===== src/rtl/hilo_unit.sv =====
// -----------------------------------------------------------------------------
// hilo_unit
//
// HI/LO register stage that sits directly downstream of the sequential
// multiplier. It tracks one in-flight multiply from issue (mul_start) to the
// multiplier's finish pulse (mul_done). It then captures the 64-bit product
// into HI (bits 63:32) and LO (bits 31:0). It also serves mfhi/mflo/mthi/mtlo.
// While a multiply is outstanding it stalls any request.
//
// A watchdog returns the unit to IDLE and sets a sticky timeout flag when the
// multiplier does not finish within TIMEOUT cycles. HI/LO are left untouched
// in that case.
//
// Optional feature (macro HILO_MADD_EN):
//   Adds the mul_acc input. mul_acc is sampled together with mul_start. When it
//   was set, the capture accumulates the product ({hi,lo} + mul_y, mod 2^64)
//   instead of overwriting HI/LO.
//
// Parameters:
//   TIMEOUT   watchdog limit in WAIT cycles without mul_done (2..255)
//
// Ports:
//   clk        in   rising-edge clock
//   rst_n      in   synchronous active-low reset
//   mul_start  in   multiply issued this cycle
//   mul_acc    in   accumulate instead of overwrite (HILO_MADD_EN only)
//   mul_done   in   multiplier finish pulse
//   mul_y      in   [63:0] product, valid with mul_done
//   mthi/mtlo  in   write wdata to HI / LO
//   wdata      in   [31:0] write data
//   mfhi/mflo  in   read HI / LO (mfhi wins if both are asserted)
//   rdata      out  [31:0] registered read data, held between reads
//   rvalid     out  one-cycle pulse, the cycle after an accepted read
//   stall      out  combinational; this cycle's request is not accepted
//   busy       out  registered; multiply outstanding
//   timeout    out  sticky watchdog flag, cleared only by reset
//   hi/lo      out  [31:0] current HI / LO registers
// -----------------------------------------------------------------------------
module hilo_unit #(
  parameter int unsigned TIMEOUT = 64
) (
  input  logic        clk,
  input  logic        rst_n,
  input  logic        mul_start,
`ifdef HILO_MADD_EN
  input  logic        mul_acc,
`endif
  input  logic        mul_done,
  input  logic [63:0] mul_y,
  input  logic        mthi,
  input  logic        mtlo,
  input  logic [31:0] wdata,
  input  logic        mfhi,
  input  logic        mflo,
  output logic [31:0] rdata,
  output logic        rvalid,
  output logic        stall,
  output logic        busy,
  output logic        timeout,
  output logic [31:0] hi,
  output logic [31:0] lo
);

  typedef enum logic {
    IDLE = 1'b0,
    WAIT = 1'b1
  } state_t;

  // Last counter value reached in WAIT before the watchdog fires. That gives
  // TIMEOUT WAIT cycles in total, because the counter starts at 0.
  localparam logic [7:0] LAST_COUNT = 8'(TIMEOUT - 1);

  state_t     state;
  logic [7:0] counter;
  logic [63:0] capture_value;

`ifdef HILO_MADD_EN
  logic acc_flag;

  // The carry out of the 64-bit sum is discarded. That makes the accumulate
  // modulo 2^64.
  assign capture_value = acc_flag ? ({hi, lo} + mul_y) : mul_y;
`else
  assign capture_value = mul_y;
`endif

  // A request arriving while a multiply is in flight is dropped. The requester
  // holds it until stall falls.
  assign stall = busy & (mfhi | mflo | mthi | mtlo | mul_start);

  // NOTE: every register below is updated with non-blocking assignments. The
  // reads in this block therefore see the pre-edge hi/lo values. That is
  // exactly what makes a same-cycle read return the old value, and what makes
  // a same-cycle mthi/mtlo land before a later product overwrites it.
  always_ff @(posedge clk) begin
    if (!rst_n) begin
      state    <= IDLE;
      counter  <= '0;
      busy     <= 1'b0;
      timeout  <= 1'b0;
      hi       <= '0;
      lo       <= '0;
      rdata    <= '0;
      rvalid   <= 1'b0;
`ifdef HILO_MADD_EN
      acc_flag <= 1'b0;
`endif
    end else begin
      rvalid <= 1'b0;

      case (state)
        IDLE: begin
          // busy is low in IDLE, so every request here is accepted.
          if (mfhi) begin
            rdata  <= hi;
            rvalid <= 1'b1;
          end else if (mflo) begin
            rdata  <= lo;
            rvalid <= 1'b1;
          end

          if (mthi) hi <= wdata;
          if (mtlo) lo <= wdata;

          // mul_done seen here belongs to no tracked multiply and is ignored.
          if (mul_start) begin
            state    <= WAIT;
            busy     <= 1'b1;
            counter  <= '0;
`ifdef HILO_MADD_EN
            acc_flag <= mul_acc;
`endif
          end
        end

        WAIT: begin
          // mul_start and all register requests are stalled here.
          if (mul_done) begin
            {hi, lo} <= capture_value;
            state    <= IDLE;
            busy     <= 1'b0;
`ifdef HILO_MADD_EN
            acc_flag <= 1'b0;
`endif
          end else if (counter == LAST_COUNT) begin
            timeout  <= 1'b1;
            state    <= IDLE;
            busy     <= 1'b0;
`ifdef HILO_MADD_EN
            acc_flag <= 1'b0;
`endif
          end else begin
            counter <= counter + 8'd1;
          end
        end

        default: begin
          state <= IDLE;
          busy  <= 1'b0;
        end
      endcase
    end
  end

endmodule


===== config.mk =====
export PLATFORM = sky130hd
export DESIGN_NAME = hilo_unit
export DESIGN_NICKNAME = d
export VERILOG_FILES = /design/src/rtl/hilo_unit.sv
export SDC_FILE = /design/constraint.sdc
export NUM_CORES = 1
export LEC_CHECK = 0
export CAP_MARGIN = 20
export CORE_AREA = 2 2 108 110
export CTS_CLUSTER_DIAMETER = 80
export CTS_CLUSTER_SIZE = 25
export DETAILED_ROUTE_END_ITERATION = 10
export DIE_AREA = 0 0 110 112
export GPL_TIMING_DRIVEN = 0
export PLACE_DENSITY_LB_ADDON = 0.15
export SYNTH_ARGS = -nofsm -noshare
export SYNTH_HDL_FRONTEND = slang
export SYNTH_SLANG_ARGS = --single-unit

===== constraint.sdc =====
create_clock -name clk -period 3.46 [get_ports clk]
set_clock_uncertainty 0.05 [all_clocks]
set_input_delay 0.692 -clock clk [delete_from_list [all_inputs] [get_ports clk]]
set_output_delay 0.692 -clock clk [all_outputs]
set_load 0.01 [all_outputs]

==> results of run 1 <==
path summary, 6_finish.rpt:
kind               from  endpoint  cells past startpoint
max                mflo     stall                      4
min reg2reg     timeout   timeout                      1
max reg2reg  counter[0]     state                      4
min             timeout   timeout                      1
Yosys cell counts, drive strengths merged, types with 2 or more instances:
master | instances | area share (%)
clkbuf | 12 | 0.88
o211ai | 2 | 0.29
and2 | 3 | 0.37
mux2i | 100 | 19
o21a | 4 | 0.58
nor2b | 2 | 0.24
nand3 | 6 | 0.58
or4 | 2 | 0.29
a21oi | 3 | 0.29
o211a | 96 | 19
o21ai | 2 | 0.19
nand2 | 100 | 7.3
nand2b | 5 | 0.61
nand4 | 2 | 0.24
dfxtp | 108 | 42
mux2 | 2 | 0.51
buf | 34 | 4.6
layout make-up:
type	count	share of cell area (%)
clock buffer	13	3.66
timing repair buffer	202	26.4
clock inverter	3	0.555
multi-input combinational	346	35.1
buffer	46	3.66
inverter	1	0.0490
sequential	108	28.2
tap	143	2.34
registers in the layout (all words and copies together), names as in the netlist:
name	count
hi	32
rvalid	1
rdata	32
counter	8
timeout	1
lo	32
busy	1
state	1
per-layer routing:
metal	wire (microns)	track usage, %	vias to the layer above
li1	-	-	2259
met1	6720	32.6	2273
met2	7830	44.9	197
met3	1410	6.79	27
met4	352	10.2	0
met5	0	0	-
report_power, final:
group	internal (mW)	switching [mW]	leakage, nW	total, mW
Combinational	0.478	0.370	2.79	0.848
Sequential	1.36	0.0859	0.895	1.44
Clock	0.639	0.451	0.158	1.09
cell families after synthesis:
group | synth area share, %
compound gates | 21.6
flops | 42.1
fa+ha+maj | 0.244
buf+inv | 5.53
simple gates | 10.5
mux | 20.0
worst max-delay path, cell delays in order:
cell             delay (ns)
clkdlybuf4s50_1        0.46
or4_1                  0.55
o21a_1                 0.19
clkdlybuf4s50_1        0.47
==> flow_summary.toml, run 1 <==
[floorplan]
dieArea_sq_um = 12300
start_util_pct = 46.0
core_sq_um = 11200
die-height_microns = 112
core.rowCount = 39
die_w_microns = 110
io_pins = 204

[detailed_routing]
avgViaCountPerCell = 5.52
wire_per_inst_microns = 18.9
drt_iter0_markers = 241
drt_first_pass_iters = 5
drcViolationCount = 0
via_count = 4756
wirelength_mm = 16.3
drtAntennaViolNets = 0

[synthesis]
netlist_area_sq_um = 5130
async_flop_share_pct = 0
synthCells = 501
synth.distinct_cells = 39
synth_edf_count = 0
ys_warn_count = 0
synth_ff_type = "dfxtp_1"
ys_seq_area_share_pct = 42.1
ys_ff_latch = 108
synth_area_per_cell_sq_um = 10.2
syn_nets = 606

[sta]
whs_ns = 0.417
maxSlewHeadroom_pct = 60.4
setup_viol = 0
final_max_slew_viol_count = 0
rsz0062_at_grt = "no"
min_period_ns = 3.10
setup_ws_ns = 0.361
hold_violations = 0
max_clock_freq_mhz = 323
worst_pin_slew_ns = 0.594
period_share_pct = 89.6
fin_tns_setup_ns = 0

[power_and_ir_drop]
p_total_mw = 3.38
power_leakage_nw = 3.85
power.density_nw_per_um2 = 441
vdd_drop_max_uv = 231

[placed_design]
placed_cells = 846
preCtsSetupSlack_ns = 0.379
hpwl_mm = 12.2
place_area_sq_um = 7340
port_buffers = 202
globalplace.congestion = 0.855

[critical_path]
crit_path_end_kind = "primary output"
startpoint_type = "input pin"
regToRegSetupSlack_ns = 1.68
arrival_ns = 2.36
worstPathRequired_ns = 2.72
crit_fanout = 2
crit_type = "input pin to primary output"

[min_path]
min_path_type = "flop to flop"

[clock_tree]
cts_tree = "yes"
clkTransAtPathRegs_ns = 0.07
insertion_delay_ns = 0.35
post_cts_buffers = 0
ctsResizeCount = 0
cts_buffers = 9
cts_num_sinks = 108
h-tree-depth = 3
cts_buffer_depth = 2
hold_buffers = 0
cts_root_buf = "clkbuf_16"

[layout]
multi_input_area_sq_um = 2690
fin_nets = 819
regArea_sq_um = 2160
final_common_cell = "clkdlybuf4s50_1"
mostFrequentLayoutCells = "clkdlybuf4s50_1 (202), dfxtp_1 (108), mux2i_1 (100), nand2_1 (100), o211a_1 (96)"
fill_cells = 908
final_cells = 862
drive_gt1_share_pct = 6.95
final_core_util_pct = 68.5
antenna_cells = 0
fin_area_sq_um = 7660
syn2layout_area_growth_pct = 49.1

[global_routing]
grt_overflow_total = 0
grt_pass1_vias = 5024
grt_max_degree = 17
grt_pass1_wl_mm = 25.6
antenna_found_initial = 0
grt.total_usage_pct = 26.8

[flow_run]
cap_violations = 0

[outcome]
status = "complete, no violations"
No activity file was read; power rests on OpenSTA's default activity.
==> run 2, diff against run 1 <==
--- a/config.mk
+++ b/config.mk
@@ -6,13 +6,14 @@
 export NUM_CORES = 1
 export LEC_CHECK = 0
 export CAP_MARGIN = 20
-export CORE_AREA = 2 2 108 110
+export CORE_AREA = 2 2 147 149
 export CTS_CLUSTER_DIAMETER = 80
 export CTS_CLUSTER_SIZE = 25
 export DETAILED_ROUTE_END_ITERATION = 10
-export DIE_AREA = 0 0 110 112
+export DIE_AREA = 0 0 149 151
 export GPL_TIMING_DRIVEN = 0
 export PLACE_DENSITY_LB_ADDON = 0.15
 export SYNTH_ARGS = -nofsm -noshare
 export SYNTH_HDL_FRONTEND = slang
 export SYNTH_SLANG_ARGS = --single-unit
+export TNS_END_PERCENT = 30
==> flow_summary.toml, run 2 (synthesized netlist as in run 1, its figures left out) <==
[placed_design]
globalplace.congestion = 0.821
place_area_sq_um = 7500
hpwl_mm = 13.7
port_buffers = 202

[sta]
setup_viol = 0
worst_pin_slew_ns = 0.741
max_clock_freq_mhz = 329
rsz0062_at_grt = "no"
hold_violations = 0
final_max_slew_viol_count = 0
fin_tns_setup_ns = 0
maxSlewHeadroom_pct = 50.6
period_share_pct = 87.8
min_period_ns = 3.04

[critical_path]
startpoint_type = "input pin"
critical_path.max_stage_delay_ns = 0.52
crit_type = "input pin to primary output"
worstPathRequired_ns = 2.72
cp_slowest_cell = "or4_1"
critical-path-top-delay-family = "buffers and inverters"
crit_fanout = 2
crit_chain = "clkdlybuf4s50_1, or4_1, o21a_1, clkdlybuf4s50_1"
worst-path-buf-inv = 2
crit_path_end_kind = "primary output"
cpMostUsedCell = "clkdlybuf4s50_1"
arrival_ns = 2.30

[clock_tree]
post_cts_buffers = 0
hold_buffers = 0
clkTransAtPathRegs_ns = 0.07
cts_root_buf = "clkbuf_16"
cts_buffer_depth = 2
ctsResizeCount = 0
h-tree-depth = 3
cts_buffers = 9
cts_tree = "yes"
insertion_delay_ns = 0.36
cts_num_sinks = 108

[floorplan]
core_sq_um = 20800
die-height_microns = 151
core.rowCount = 53
die_w_microns = 149
dieArea_sq_um = 22500
io_pins = 204
start_util_pct = 24.7

[power_and_ir_drop]
vdd_drop_max_uv = 202
seqPwrFrac_pct = 42.8
pwr-share-comb_pct = 25.5
clockPowerShare_pct = 31.7
power.density_nw_per_um2 = 431
swShare_pct = 28.1
internal_power_mw = 2.42
switchingPower_mw = 0.946
power_leakage_nw = 3.83
p_total_mw = 3.36

[detailed_routing]
drcViolationCount = 0
avgViaCountPerCell = 4.69
drt_first_pass_iters = 6
drt_iter0_markers = 183
drtAntennaViolNets = 0
wire_per_inst_microns = 18.5
via_count = 4663
wirelength_mm = 18.4

[layout]
fin_area_sq_um = 7800
mostFrequentLayoutCells = "clkdlybuf4s50_1 (202), dfxtp_1 (108), mux2i_1 (100), nand2_1 (100), o211a_1 (96)"
antenna_cells = 0
regArea_sq_um = 2160
fill_cells = 2120
multi_input_area_sq_um = 2690
top_regs = "hi (32), lo (32), rdata (32)"
final_common_cell = "clkdlybuf4s50_1"
drive_gt1_share_pct = 6.82
fin_nets = 819
syn2layout_area_growth_pct = 52.0

[global_routing]
grt_overflow_total = 0
grt.total_usage_pct = 16.5
grt_max_degree = 18
grt_pass1_vias = 4865
grt_pass1_wl_mm = 27.9
antenna_found_initial = 0

[outcome]
status = "complete, no violations"

[min_path]
min_path_type = "flop to flop"

[flow_run]
cap_violations = 0
run 2: power by group through the flow:
stage / sequential [mW] / combinational, mW / clock [mW]
6_report: 1.44 / 0.858 / 1.07
5_1_grt: 1.46 / 0.932 / 1.16
4_1_cts: 1.44 / 0.874 / 1.10
3_5_place_dp: 1.47 / 0.870 / 0
3_3_place_gp: 1.47 / 0.865 / 0
2_1_floorplan: 1.50 / 0.349 / 0
run 2: final timing paths:
| kind | cells past startpoint | from | endpoint | slack, ns |
|---|---|---|---|---|
| hold reg to reg | 1 | timeout | timeout | 0.42 |
| hold / removal | 1 | timeout | timeout | 0.42 |
| setup reg to reg | 5 | state | lo[14] | 1.61 |
| setup / recovery | 4 | mflo | stall | 0.42 |
run 2: stage by stage:
step / util, % / hold WS [ns] / instances / setup WS [ns]
finish: 37.5 / 0.418 / 994 / 0.423
global route: 37.5 / 0.460 / 994 / 0.374
CTS: 37.5 / 0.420 / 994 / 0.426
detailed placement: 36.0 / 0.403 / 978 / 0.432
global placement: 36.0 / 0.401 / 978 / 0.441
floorplan: - / 0.402 / 501 / 1.18
run 2: final cells by class:
cell class / count / share of cell area, %
Clock inverter: 5 / 0.786
Tap cell: 275 / 4.41
Timing Repair Buffer: 202 / 25.9
Sequential cell: 108 / 27.7
Buffer: 46 / 3.59
Inverter: 1 / 0.0481
Multi-Input combinational cell: 346 / 34.5
Clock buffer: 11 / 3.11
run 2: metal layers:
metal	track usage (%)	routed length, microns	up-vias
li1	-	-	2256
met1	20.7	8020	2235
met2	27.4	8790	157
met3	4.91	1350	15
met4	4.67	273	0
met5	0	0	-
==> run 3, diff against run 2 <==
--- a/config.mk
+++ b/config.mk
@@ -13,6 +13,7 @@
 export DIE_AREA = 0 0 149 151
 export GPL_TIMING_DRIVEN = 0
 export PLACE_DENSITY_LB_ADDON = 0.15
+export REMOVE_ABC_BUFFERS = 1
 export SYNTH_ARGS = -nofsm -noshare
 export SYNTH_HDL_FRONTEND = slang
 export SYNTH_SLANG_ARGS = --single-unit
==> flow_summary.toml, run 3 (synthesized netlist as in run 1, its figures left out) <==
[floorplan]
die_w_microns = 149
io_pins = 204
die-height_microns = 151
core.rowCount = 53
start_util_pct = 24.7
core_sq_um = 20800
dieArea_sq_um = 22500

[layout]
fin_area_sq_um = 7600
fill_cells = 2109
syn2layout_area_growth_pct = 47.9
mostFrequentLayoutCells = "clkdlybuf4s50_1 (201), dfxtp_1 (107), mux2i_1 (100), nand2_1 (100), o211a_1 (96)"
fin_nets = 778
antenna_cells = 0
final_common_cell = "clkdlybuf4s50_1"
drive_gt1_share_pct = 3.69
top_regs = "hi (32), lo (32), rdata (32)"

[detailed_routing]
drcViolationCount = 0
drtAntennaViolNets = 0
via_count = 4442
wirelength_mm = 15.6
drt_first_pass_iters = 4
avgViaCountPerCell = 4.66
wire_per_inst_microns = 16.3
drt_iter0_markers = 147

[critical_path]
crit_fanout = 2
worst-path-buf-inv = 2
cpMostUsedCell = "clkdlybuf4s50_1"
critical-path-top-delay-family = "buffers and inverters"
cp_slowest_cell = "or4_1"
crit_type = "input pin to primary output"
worstPathRequired_ns = 2.72
arrival_ns = 2.32
worstReg2RegEnd = "lo[27]"
critical_path.max_stage_delay_ns = 0.50
r2r_cells = 5
timing.rr.start = "state"
startpoint_type = "input pin"
crit_chain = "clkdlybuf4s50_1, or4_1, o21a_1, clkdlybuf4s50_1"
crit_path_end_kind = "primary output"
regToRegSetupSlack_ns = 1.13

[sta]
rsz0062_at_grt = "no"
min_period_ns = 3.06
fin_tns_setup_ns = 0
max_clock_freq_mhz = 326
maxSlewHeadroom_pct = 40.6
worst_pin_slew_ns = 0.892
whs_ns = 0.438
hold_violations = 0
setup_viol = 0
final_max_slew_viol_count = 0
period_share_pct = 88.5

[global_routing]
met1_usage_pct = 16.2
grt.total_usage_pct = 13.4
grt_pass1_wl_mm = 23.5
use_met2_pct = 23.7
antenna_found_initial = 0
grt_busiest_layer = "met2"
grt_max_degree = 66
grt_overflow_total = 0
met3_usage_pct = 2.65
grt_pass1_vias = 4335

[placed_design]
port_buffers = 203
globalplace.congestion = 0.767
hpwl_mm = 10.5
place_area_sq_um = 7330

[min_path]
hold_depth = 1
worstHoldStart = "timeout"
min_to = "timeout"
min_path_type = "flop to flop"

[flow_run]
cap_violations = 0

[power_and_ir_drop]
swShare_pct = 28.4
clockPowerShare_pct = 30.3
seqPwrFrac_pct = 44.9
vdd_drop_max_uv = 202
internal_power_mw = 2.31
switchingPower_mw = 0.914
pwr-share-comb_pct = 24.8
power_leakage_nw = 3.71
power.density_nw_per_um2 = 424

[clock_tree]
cts_tree = "yes"
ctsResizeCount = 0
cts_buffer_depth = 2
h-tree-depth = 3
cts_buffers = 9
cts_root_buf = "clkbuf_16"
post_cts_buffers = 0
insertion_delay_ns = 0.35
clkTransAtPathRegs_ns = 0.08
hold_buffers = 0
cts_num_sinks = 108

[outcome]
status = "complete, no violations"
## run 3: cell type report
class,count,area [sq um],area share (%)
Clock buffer,11,233,3.06
Sequential cell,108,2170,28.5
Tap cell,275,344,4.53
Inverter,1,3.75,0.0494
Timing Repair Buffer,207,2120,27.9
Multi-Input combinational cell,346,2700,35.5
Clock inverter,5,35.0,0.461
## run 3: worst register-to-register path: stages, from the launching register on
cell	delay, ns
dfxtp_4	0.71
buf_16	0.32
mux2_2	0.62
buf_12	0.29
nand2_1	0.12
o211a_1	0.13
## run 3: how the worst max path moves through the flow
stage / endpoint / from / slack [ns] / cells past startpoint
2_1_floorplan: lo[0] / state / -0.43 / 3
3_3_place_gp: lo[6] / state / -1.76 / 3
3_5_place_dp: stall / mflo / 0.37 / 4
4_1_cts: stall / mflo / 0.36 / 4
5_1_grt: stall / mflo / 0.33 / 4
6_report: stall / mflo / 0.40 / 4
## run 3: stage by stage
step                utilization, %  setup slack [ns]  instances  total power [mW]
floorplan                        -            -0.434        455              1.80
global placement              34.7             -1.76        933              2.29
detailed placement            35.2             0.373        937              2.28
CTS                           36.5             0.361        953              3.29
global route                  36.5             0.328        953              3.41
finish                        36.5             0.397        953              3.22
## run 3: power groups by stage
stage	registers [mW]	logic, mW	clock network (mW)
after floorplan	1.52	0.280	0
after global placement	1.48	0.807	0
after detailed placement	1.47	0.809	0
after CTS	1.45	0.814	1.03
after global routing	1.46	0.863	1.08
final	1.45	0.799	0.978
## run 3: per-layer routing
| metal | vias to the layer above | part of all wire, % |
|---|---|---|
| li1 | 2174 | - |
| met1 | 2149 | 44 |
| met2 | 106 | 50 |
| met3 | 13 | 4.5 |
| met4 | 0 | 1.5 |
| met5 | - | 0 |
